--- src/rtl/md_pkg.sv ---
// Shared mul/div op-code constants, queue-entry layout and op classifiers,
// used by md_issue_buf and the xlu HI/LO unit.
package md_pkg;

  localparam logic [3:0] MD_MULT  = 4'b0000;
  localparam logic [3:0] MD_MULTU = 4'b0001;
  localparam logic [3:0] MD_DIV   = 4'b0010;
  localparam logic [3:0] MD_DIVU  = 4'b0011;
  localparam logic [3:0] MD_MTHI  = 4'b0100;
  localparam logic [3:0] MD_MTLO  = 4'b0101;
  localparam logic [3:0] MD_MFHI  = 4'b0110;
  localparam logic [3:0] MD_MFLO  = 4'b0111;
  localparam logic [3:0] MD_NONE  = 4'b1000;

  typedef struct packed {
    logic [3:0]  op;
    logic [31:0] a;
    logic [31:0] b;
  } md_entry_t;

  localparam int MD_ENTRY_W = $bits(md_entry_t);

  // Ops that keep xlu busy for several cycles (mult/multu/div/divu).
  function automatic logic md_is_start(input logic [3:0] op);
    return op[3:2] == 2'b00;
  endfunction

  // Ops that update HI/LO and therefore go through the queue.
  function automatic logic md_is_write(input logic [3:0] op);
    return !op[3] && (op[2:1] != 2'b11);
  endfunction

  function automatic logic md_is_read(input logic [3:0] op);
    return op[3:1] == 3'b011;
  endfunction

endpackage

--- src/rtl/mdq_fifo.sv ---
// DEPTH-entry synchronous FIFO for md queue entries; occupancy is counted
// separately from the wrapping pointers so full and empty never alias.
module mdq_fifo #(
  parameter int DEPTH = 2,
  parameter int W     = 68
) (
  input  logic                     clk,
  input  logic                     reset,
  input  logic                     i_push,
  input  logic                     i_pop,
  input  logic [W-1:0]             i_data,
  output logic [W-1:0]             o_head,
  output logic                     o_full,
  output logic                     o_empty,
  output logic [$clog2(DEPTH):0]   o_count
);

  localparam int PW = $clog2(DEPTH);

  logic [W-1:0]  r_mem [DEPTH];
  logic [PW-1:0] r_wr_ptr;
  logic [PW-1:0] r_rd_ptr;
  logic [PW:0]   r_count;
  logic          w_push;
  logic          w_pop;

  assign w_push  = i_push && (r_count != PW'(0) + (PW+1)'(DEPTH));
  assign w_pop   = i_pop && (r_count != '0);
  assign o_head  = r_mem[r_rd_ptr];
  assign o_full  = (r_count == (PW+1)'(DEPTH));
  assign o_empty = (r_count == '0);
  assign o_count = r_count;

  // NOTE: storage carries no reset; a slot is only ever read after it was
  // written, so only the pointers and the count need clearing.
  always_ff @(posedge clk) begin
    if (w_push) r_mem[r_wr_ptr] <= i_data;
  end

  // NOTE: all state is updated with <= so every register samples the
  // pre-edge values of the others, regardless of statement order.
  always_ff @(posedge clk) begin
    if (reset) begin
      r_wr_ptr <= '0;
      r_rd_ptr <= '0;
      r_count  <= '0;
    end else begin
      if (w_push) r_wr_ptr <= r_wr_ptr + 1'b1;
      if (w_pop)  r_rd_ptr <= r_rd_ptr + 1'b1;
      case ({w_push, w_pop})
        2'b10:   r_count <= r_count + 1'b1;
        2'b01:   r_count <= r_count - 1'b1;
        default: r_count <= r_count;
      endcase
    end
  end

endmodule

--- src/rtl/md_issue_buf.sv ---
// Program-order issue buffer between E-stage mul/div decode and xlu.
// Optional statistics counters are enabled by defining MDQ_STATS_EN.
module md_issue_buf
  import md_pkg::*;
#(
  parameter int DEPTH = 2
) (
  input  logic                     clk,
  input  logic                     reset,
  input  logic                     in_valid,
  input  logic [3:0]               in_op,
  input  logic [31:0]              in_a,
  input  logic [31:0]              in_b,
  input  logic                     hold_issue,
  input  logic                     xlu_busy,
  output logic                     stall_d,
  output logic [3:0]               xlu_op,
  output logic [31:0]              xlu_in1,
  output logic [31:0]              xlu_in2,
  output logic [$clog2(DEPTH):0]   q_count
`ifdef MDQ_STATS_EN
  ,
  output logic [31:0]              stall_cycles,
  output logic [31:0]              issue_count
`endif
);

  logic      w_in_write;
  logic      w_in_read;
  logic      w_full;
  logic      w_empty;
  logic      w_push;
  logic      w_issue;
  md_entry_t w_in_entry;
  md_entry_t w_head;
  logic      r_just_started;

  assign w_in_write = in_valid && md_is_write(in_op);
  assign w_in_read  = in_valid && md_is_read(in_op);
  assign w_in_entry = '{op: in_op, a: in_a, b: in_b};

  // Full is judged before any same-cycle pop, so a full queue never accepts.
  assign stall_d = (w_in_write && w_full) ||
                   (w_in_read && (!w_empty || (xlu_op != MD_NONE) || xlu_busy));

  assign w_push  = w_in_write && !stall_d;
  assign w_issue = !w_empty && !xlu_busy && !hold_issue && !r_just_started;

  mdq_fifo #(
    .DEPTH (DEPTH),
    .W     (MD_ENTRY_W)
  ) u_fifo (
    .clk     (clk),
    .reset   (reset),
    .i_push  (w_push),
    .i_pop   (w_issue),
    .i_data  (w_in_entry),
    .o_head  (w_head),
    .o_full  (w_full),
    .o_empty (w_empty),
    .o_count (q_count)
  );

  // just_started masks the one cycle between a start op leaving and xlu_busy rising.
  always_ff @(posedge clk) begin
    if (reset) begin
      xlu_op         <= MD_NONE;
      xlu_in1        <= '0;
      xlu_in2        <= '0;
      r_just_started <= 1'b0;
    end else if (w_issue) begin
      xlu_op         <= w_head.op;
      xlu_in1        <= w_head.a;
      xlu_in2        <= w_head.b;
      r_just_started <= md_is_start(w_head.op);
    end else begin
      xlu_op         <= MD_NONE;
      r_just_started <= 1'b0;
    end
  end

`ifdef MDQ_STATS_EN
  always_ff @(posedge clk) begin
    if (reset) begin
      stall_cycles <= '0;
      issue_count  <= '0;
    end else begin
      if (stall_d && (stall_cycles != 32'hFFFF_FFFF)) stall_cycles <= stall_cycles + 1'b1;
      if (w_issue) issue_count <= issue_count + 1'b1;
    end
  end
`endif

endmodule
--- config.mk ---
export PLATFORM = sky130hd
export DESIGN_NAME = md_issue_buf
export DESIGN_NICKNAME = d
export VERILOG_FILES = /design/src/rtl/md_pkg.sv /design/src/rtl/mdq_fifo.sv /design/src/rtl/md_issue_buf.sv
export SDC_FILE = /design/constraint.sdc
export NUM_CORES = 1
export LEC_CHECK = 0
export BUFFER_PORTS_ARGS = -buffer_cell sky130_fd_sc_hd__buf_2
export CAP_MARGIN = 25
export CORE_ASPECT_RATIO = 0.75
export CORE_MARGIN = 2
export CORE_UTILIZATION = 45
export DETAILED_ROUTE_END_ITERATION = 10
export PLACE_DENSITY = 0.7
export SLEW_MARGIN = 0
export SYNTH_ARGS = -nofsm -noshare
export SYNTH_HDL_FRONTEND = slang
export SYNTH_SLANG_ARGS = --single-unit
--- constraint.sdc ---
create_clock -name clk -period 9.6 [get_ports clk]
set_input_delay 2.4 -clock clk [delete_from_list [all_inputs] [get_ports clk]]
set_output_delay 2.4 -clock clk [all_outputs]
set_load 0.05 [all_outputs]
==> results of run 1 <==
## logic make-up after synthesis
| logic type | share of synthesized area [%] |
|---|---|
| AND/OR/NAND/NOR | 1.68 |
| AO/OA/AOI/OAI | 12.9 |
| multiplexers | 9.08 |
| flip-flops | 73.0 |
| XOR/XNOR | 0.230 |
| adder cells (fa/ha/maj) | 0.164 |
| buffers and inverters | 2.89 |
## per-layer routing
| metal | share of wire, % | vias up |
|---|---|---|
| met5 | 0.083 | - |
| met4 | 1.7 | 2 |
| met3 | 7.1 | 21 |
| met2 | 45 | 139 |
| met1 | 46 | 2202 |
| li1 | - | 2117 |
## flip-flops by register name, indices dropped and copies added, names as in the netlist, named ones only
| signal | cells |
|---|---|
| u_fifo.r_rd_ptr | 1 |
| xlu_in1 | 32 |
| xlu_op | 4 |
| u_fifo.r_mem | 136 |
| u_fifo.r_wr_ptr | 1 |
| xlu_in2 | 32 |
| u_fifo.o_count | 2 |
| r_just_started | 1 |
## worst paths after layout
check,startpoint,endpoint,slack (ns),cells after the start
worst max register to register,u_fifo.o_count[0]$_SDFFE_PP0P_,u_fifo.r_mem[1][64]$_DFFE_PP_,6.85,4
worst max-delay path,xlu_busy,stall_d,3.90,4
worst min-delay path,u_fifo.r_rd_ptr$_SDFFE_PP0P_,register,0.47,2
worst min register to register,u_fifo.r_rd_ptr$_SDFFE_PP0P_,register,0.47,2
## layout make-up
type                            count  area (um^2)  share of cell area, %
Tap cell                          215          269                   2.94
Multi-Input combinational cell    229         1850                   20.3
Sequential cell                   210         5570                   60.9
Clock inverter                      6         55.1                  0.602
Inverter                            3         11.3                  0.123
Clock buffer                       31          623                   6.81
Timing Repair Buffer              149          763                   8.35
## worst max-delay path, delay by kind of cell
family	cells	cell delay, ns
AND/OR/NAND/NOR	1	0.39
buffers and inverters	2	0.36
AO/OA/AOI/OAI	1	0.15
## through the flow
| step | hold slack (ns) | cells | setup WS (ns) | util (%) | total power (uW) |
|---|---|---|---|---|---|
| 6_report | 0.465 | 843 | 3.90 | 54.9 | 2030 |
| 5_1_grt | 0.498 | 843 | 3.88 | 54.9 | 2100 |
| 4_1_cts | 0.471 | 843 | 3.88 | 54.9 | 2050 |
| 3_5_place_dp | 0.467 | 806 | 3.90 | 50.8 | 1260 |
| 3_3_place_gp | 0.455 | 806 | 3.93 | 50.8 | 1250 |
| 2_1_floorplan | 0.452 | 480 | 3.30 | - | 1200 |
## power by group through the flow
stage          combinational, uW  sequential [uW]  clock (uW)
3_3_place_gp                 214             1040           0
5_1_grt                      233             1020         847
4_1_cts                      219             1020         806
2_1_floorplan                101             1100           0
6_report                     217             1020         795
3_5_place_dp                 218             1040           0
## placed cells by master (no fill, tap or decap), types with 2 or more instances in the layout
| cell type | netlist | routed |
|---|---|---|
| nor2_1 | 6 | 4 |
| clkbuf_8 | 0 | 6 |
| edfxtp_1 | 136 | 136 |
| buf_2 | 20 | 142 |
| nand3_1 | 2 | 2 |
| buf_4 | 5 | 7 |
| clkbuf_16 | 0 | 21 |
| inv_1 | 2 | 2 |
| clkbuf_1 | 10 | 4 |
| clkinv_2 | 0 | 5 |
| dfxtp_1 | 74 | 73 |
| a21oi_1 | 66 | 66 |
| o21ai_1 | 2 | 2 |
| nor2_4 | 0 | 2 |
| nand2_1 | 2 | 2 |
| a211oi_2 | 30 | 30 |
| nor3_1 | 3 | 3 |
| a211oi_1 | 35 | 35 |
| mux2i_1 | 68 | 68 |
==> results.txt, run 1 <==
The number of register bits inferred by synthesis came out at 210. The placed standard-cell area came out at 8470 um^2. The flow ran to the end, and the final reports show no timing, DRC or antenna violations. The cell repeated most along the worst path is buf_2. After global routing the overflow that remains totals 0.

The total length of routed wires came out at 15600 um. The switching power is 496 uW. The cell type contributing the most total cell area after synthesis is edfxtp_1. The final-layout fill cell count came out at 1340. The fraction of met1 tracks used by global routing is 23.4%. The number of inserted diodes came out at 0.

STA classifies the critical path endpoint as a primary output. The count of max-cap constraint violations came out at 0. The leakage power summed over all cells came out at 0.00320 uW. The overall via count from detail_route is 4481. Sorting the synthesized cells by area gives the leading types as edfxtp_1, dfxtp_1, mux2i_1. TritonCTS built the clock tree. The number of placement rows is 41. The met2 routing resource usage after global routing came out at 27.1%. The die is 117 um tall. The standard cell core area came out at 16700 um^2. Setup repair after global routing left no endpoint under its margin. The number of sinks on the clock net came out at 210. The number of pins with negative max-slew slack in the final report is 0.

Summed over all failing endpoints, the final setup total negative slack is 0 ns. The worst voltage drop across the vdd grid came out at 0.000137 V. In this run, post-CTS hold repair placed 0 buffers. The routed wirelength normalized by instance count came out at 18.5 um. The clock share of power is 39.1%. The combinational cell fraction of total power is 10.7%.

The type of the worst setup path is input port to primary output. The total of warnings raised by yosys came out at 0. The fraction of registers with async set or reset after synthesis is 0%. The die covers 18000 um^2. In this run the cell area of the synthesized design comes to 7620 um^2. Pin placement for this block handled 144 I/O pins.

The peak per-stage delay on the critical path came out at 0.39 ns. The detailed-routing iteration count for the pre-antenna-repair pass is 4. After routing the design area is 9150 um^2. The worst path in the final design needs a cycle of 5.70 ns, including I/O delays and setup. The proportion of synthesized chip area in sequential cells is 73.0%.

Setup violations remaining at the end of the flow were counted as 0. The cell with the most instances after synthesis is edfxtp_1. Traced cell by cell, the critical path runs through buf_2 > nor3b_1 > a211oi_1 > buf_2.

For this run, the top clock speed supported by timing is 175 MHz. The number of antenna violations at the first check in global routing is 1. The critical path data required time came out at 7.20 ns.

The number of CTS-inserted buffers came out at 21. The arrival time of data at the critical path endpoint came out at 3.30 ns. The pin count of the biggest net entering global routing is 74.

STA classifies the critical path startpoint as an input port. The worst-path maximum fanout is 2. For this run, design rule violations remaining after detail routing come to 0. The starting density of the core came out at 45.7%.

The quantity of gates resized following cts is 0. Of the total power, the share spent switching nets is 24.4%. The slew at the pin with the worst max-slew slack came out at 1.02 ns. During placement, the flow inserted port buffers numbering 143. The power share of the sequential group is 50.2%. The worst slew margin relative to its limit came out at 31.9%.

The net count after synthesis is 554. The DRC violation total after the first TritonRoute iteration came out at 255. The global-route wire length before repair came out at 23700 um.

Cells with a size suffix above 1 make up 34.9% of the layout. The global routing stage identified its most utilized layer as met2. The number of levels the H-tree was split into came out at 1. The worst-skew pair later-pin latency is 0.48 ns. The post-CTS repair timing setup buffer count came out at 0.

The proportion of netlist area held by the largest area contributor is 53.6%. Counting flops with a built-in enable in the synthesized netlist gives 136. The met3 demand-to-capacity share in global routing came out at 4.90%.

The clock skew after layout is 0.00994 ns. The count of endpoints failing hold in the final timing report came out at 0. The via count of the first global-routing pass is 4408. The most used flip-flop cell after synthesis is edfxtp_1. By count the netlist is led by edfxtp_1, dfxtp_1, mux2i_1, a21oi_1, a211oi_1. The path type of the worst min-delay path is register to register.

The overall routing resource usage is 17.0%. On the critical path, the stage with the largest delay is an instance of nor3b_1. The average cell area after synthesis is 15.9 um^2. The synthesized instance count came out at 480. The remaining antenna violation count is 0.

The clock-pin transition on the worst setup and hold timing paths came out at 0.06 ns. The final RePlAce weighted congestion came out at 0.749. In the final design database the tool counted 688 nets. The horizontal extent of the die came out at 154 um. The areal power density over the cells came out at 222 nW/um^2. The internal power is 1540 uW. The clock tree root driver cell is clkbuf_16. The area growth from synthesis to layout is 20.0%. The average via count per standard cell is 5.32.

After legalization and detailed placement, the total HPWL measured 9120 um. The distinct cell type count after synthesis came out at 32. The share of the cycle needed by the critical path after routing came out at 59.4%. The deepest clock path buffer count came out at 3.
(Power assumes the default switching activity.)
==> run 2: changes to the inputs <==
- clock period: 9.6 -> 5.8 ns (I/O delays scaled with it)
==> run 2 against run 1 <==
Die area unchanged. Sequential cell count unchanged. Largest power group unchanged. Combinational power increased by 68%. Critical path depth unchanged. Sequential share of layout area decreased by 0.15 points. Count of clock-buffer cells in the layout increased by 2. Routed wire length increased by 1.3%. Core utilization increased by 0.14 points. Via count increased by 0.20%. Register-to-register slack got worse by 3.7 ns.
==> results.txt, run 2 (synthesized netlist as in run 1, its figures left out) <==
The flow ran to the end, and the final reports show no timing, DRC or antenna violations. The reg-to-reg startpoint is u_fifo.o_count[0]$_SDFFE_PP0P_. Setup repair after global routing left no endpoint under its margin.

The overall routing resource usage is 17.3% (+0.29 points). The final RePlAce weighted congestion came out at 0.752 (+0.49%). The number of remaining DRC errors is 0 (unchanged). The total length of routed wires is 15800 um (+1.3%). The number of antenna violations at the first check in global routing came out at 2 (+1).

The number of pins with negative max-slew slack in the final report is 0 (unchanged). The post-CTS repair timing setup buffer count is 0 (unchanged). The number of levels the H-tree was split into came out at 1 (unchanged).

The number of placed instances with taps included came out at 806 (unchanged). The final number of setup-violating endpoints is 0 (unchanged). The deepest clock path buffer count came to 3 (unchanged). The number of placement rows came out at 41 (unchanged).

The fraction of final layout cells with drive strength greater than 1 is 34.7% (-0.21 points). The sort of element at the end of the critical path is a primary output. The setup TNS is 0 ns (unchanged).

The arrival time of data at the critical path endpoint came out at 2.39 ns (-0.91 ns). The quantity of gates resized following cts came out at 0 (unchanged). The average via count per standard cell is 5.31 (about the same). The worst slack at placement came to 2.01 ns (-1.89 ns).

The slew at the pin with the worst max-slew slack is 1.01 ns (-0.00814 ns). The cell sitting at the root of the clock tree is a clkbuf_16. The worst-path maximum fanout came to 2 (unchanged). The worst-case reg-to-reg path depth came out at 6 (+2). The flip-flop count of the largest register after layout is 136 (unchanged).

The largest registers in the layout are u_fifo.r_mem x136, xlu_in1 x32, xlu_in2 x32. The remaining antenna violation count is 0 (unchanged). Dividing the final minimum period by the clock period gives 66.2%. The routed wirelength normalized by instance count is 18.7 um (+1.1%). The worst-skew pair later-pin latency is 0.49 ns (about the same). The source of the worst hold timing path is u_fifo.r_rd_ptr$_SDFFE_PP0P_. The worst slew margin relative to its limit is 32.5% (+0.54 points). The DRC violation total after the first TritonRoute iteration came out at 214 (-16%). The standard cell core area is 16700 um^2 (unchanged). The number of primary I/O pins came out at 144 (unchanged). The overall via count from detail_route is 4490 (+0.20%). The design area came out at 9170 um^2 (+0.25%). TritonCTS built the clock tree.

The total of hold buffers inserted after clock tree synthesis is 0 (unchanged). The endpoint identified for the worst register-to-register timing path is xlu_in2[23]$_SDFFE_PP0N_. The leakage power summed over all cells came out at 0.00320 uW (-0.12%). The final cell count without fillers came to 845 (+0.24%).

The worst-case hold slack was 0.480 ns (+0.0148 ns). The detailed-routing iteration count for the pre-antenna-repair pass came out at 4 (unchanged). The vertical extent of the die was 117 um (unchanged). The worst voltage drop across the vdd grid came out at 0.000242 V (+77%). In the layout the commonest cells are buf_2, edfxtp_1, dfxtp_1, mux2i_1, a21oi_1. The number of sinks on the clock net came out at 210 (unchanged). Ranked by flip-flop count, first place goes to u_fifo.r_mem. The final setup slack of the worst path came out at 1.96 ns (-1.94 ns). The placed wire-length estimate after detailed placement came out at 9330 um (+2.3%). The worst setup path startpoint is xlu_busy. The areal power density over the cells is 364 nW/um^2 (+64%). The total die area is 18000 um^2 (unchanged). The clock-pin transition on the worst setup and hold timing paths came out at 0.06 ns (about the same).

The number of CTS-inserted buffers is 21 (unchanged). The count of nets after finishing was 688 (unchanged). The number of buffers added on ports is 143 (unchanged). The starting density of the core is 45.7% (unchanged). The clock skew after layout is 0.00649 ns (-0.00345 ns). The maximum clock frequency came out at 260 MHz.

The via count of the first global-routing pass came out at 4511 (+2.3%). The area growth from synthesis to layout is 20.3%. The total congestion overflow after global routing came out at 0 (unchanged). Leaving out fill and tap cells, the most frequent cell in the layout is buf_2.

The depth of the worst hold-timing path came to 2 (unchanged). The startpoint type of the worst setup path is an input port. The critical path is of the input port to primary output type.

The placed standard-cell area was 8490 um^2 (+0.30%). The slack of the worst reg-to-reg path is 3.11 ns (-3.74 ns). The path type of the worst min-delay path is register to register. The count of endpoints failing hold in the final timing report came out at 0 (unchanged). The global-route wire length before repair came out at 24100 um (+1.6%). The count of max-cap constraint violations came out at 0 (unchanged). The smallest clock period supported by the final layout is computed as 3.84 ns. The horizontal extent of the die is 154 um (unchanged).

The pin count of the biggest net entering global routing came out at 74 (unchanged). The critical path data required time came out at 4.35 ns (-2.85 ns).
[run 2: how the worst max path moves through the flow]
stage	slack [ns]	endpoint	cells after the start
after global routing	1.98	stall_d	4
final	1.96	stall_d	4
after CTS	1.99	stall_d	4
after detailed placement	2.01	stall_d	4
after floorplan	0.45	u_fifo.r_mem[0][0]$_DFFE_PP_	3
after global placement	2.03	stall_d	4
[run 2: per-layer routing]
metal	track usage [%]	vias to the layer above	wire length, um
met5	0	-	13
met4	3.80	2	271
met3	5.31	26	1200
met2	28.5	153	7300
met1	23.0	2185	7000
li1	-	2124	-
[run 2: area by class of cell]
cell class,count,area [um^2]
Clock buffer,33,642
Multi-Input combinational cell,229,1850
Sequential cell,210,5570
Antenna cell,1,2.50
Timing Repair Buffer,149,788
Inverter,3,11.3
Clock inverter,5,31.3
Fill cell,1350,7500
Tap cell,215,269
[run 2: power by group]
part | switching [uW] | leakage (uW) | total, uW | internal, uW
sequential | 30.5 | 0.00184 | 1690 | 1660
clock | 527 | 0.000331 | 1290 | 762
combinational | 263 | 0.00102 | 365 | 102
total | 821 | 0.00320 | 3340 | 2520
[run 2: through the flow]
step / power [uW] / util, %
2_1_floorplan: 1980 / -
3_3_place_gp: 2080 / 50.9
3_5_place_dp: 2090 / 50.9
4_1_cts: 3380 / 55.0
5_1_grt: 3470 / 55.0
6_report: 3340 / 55.0
[run 2: worst max-delay path: stages]
cell	delay (ns)
buf_2	0.13
nor3b_1	0.42
a211oi_1	0.16
buf_2	0.24
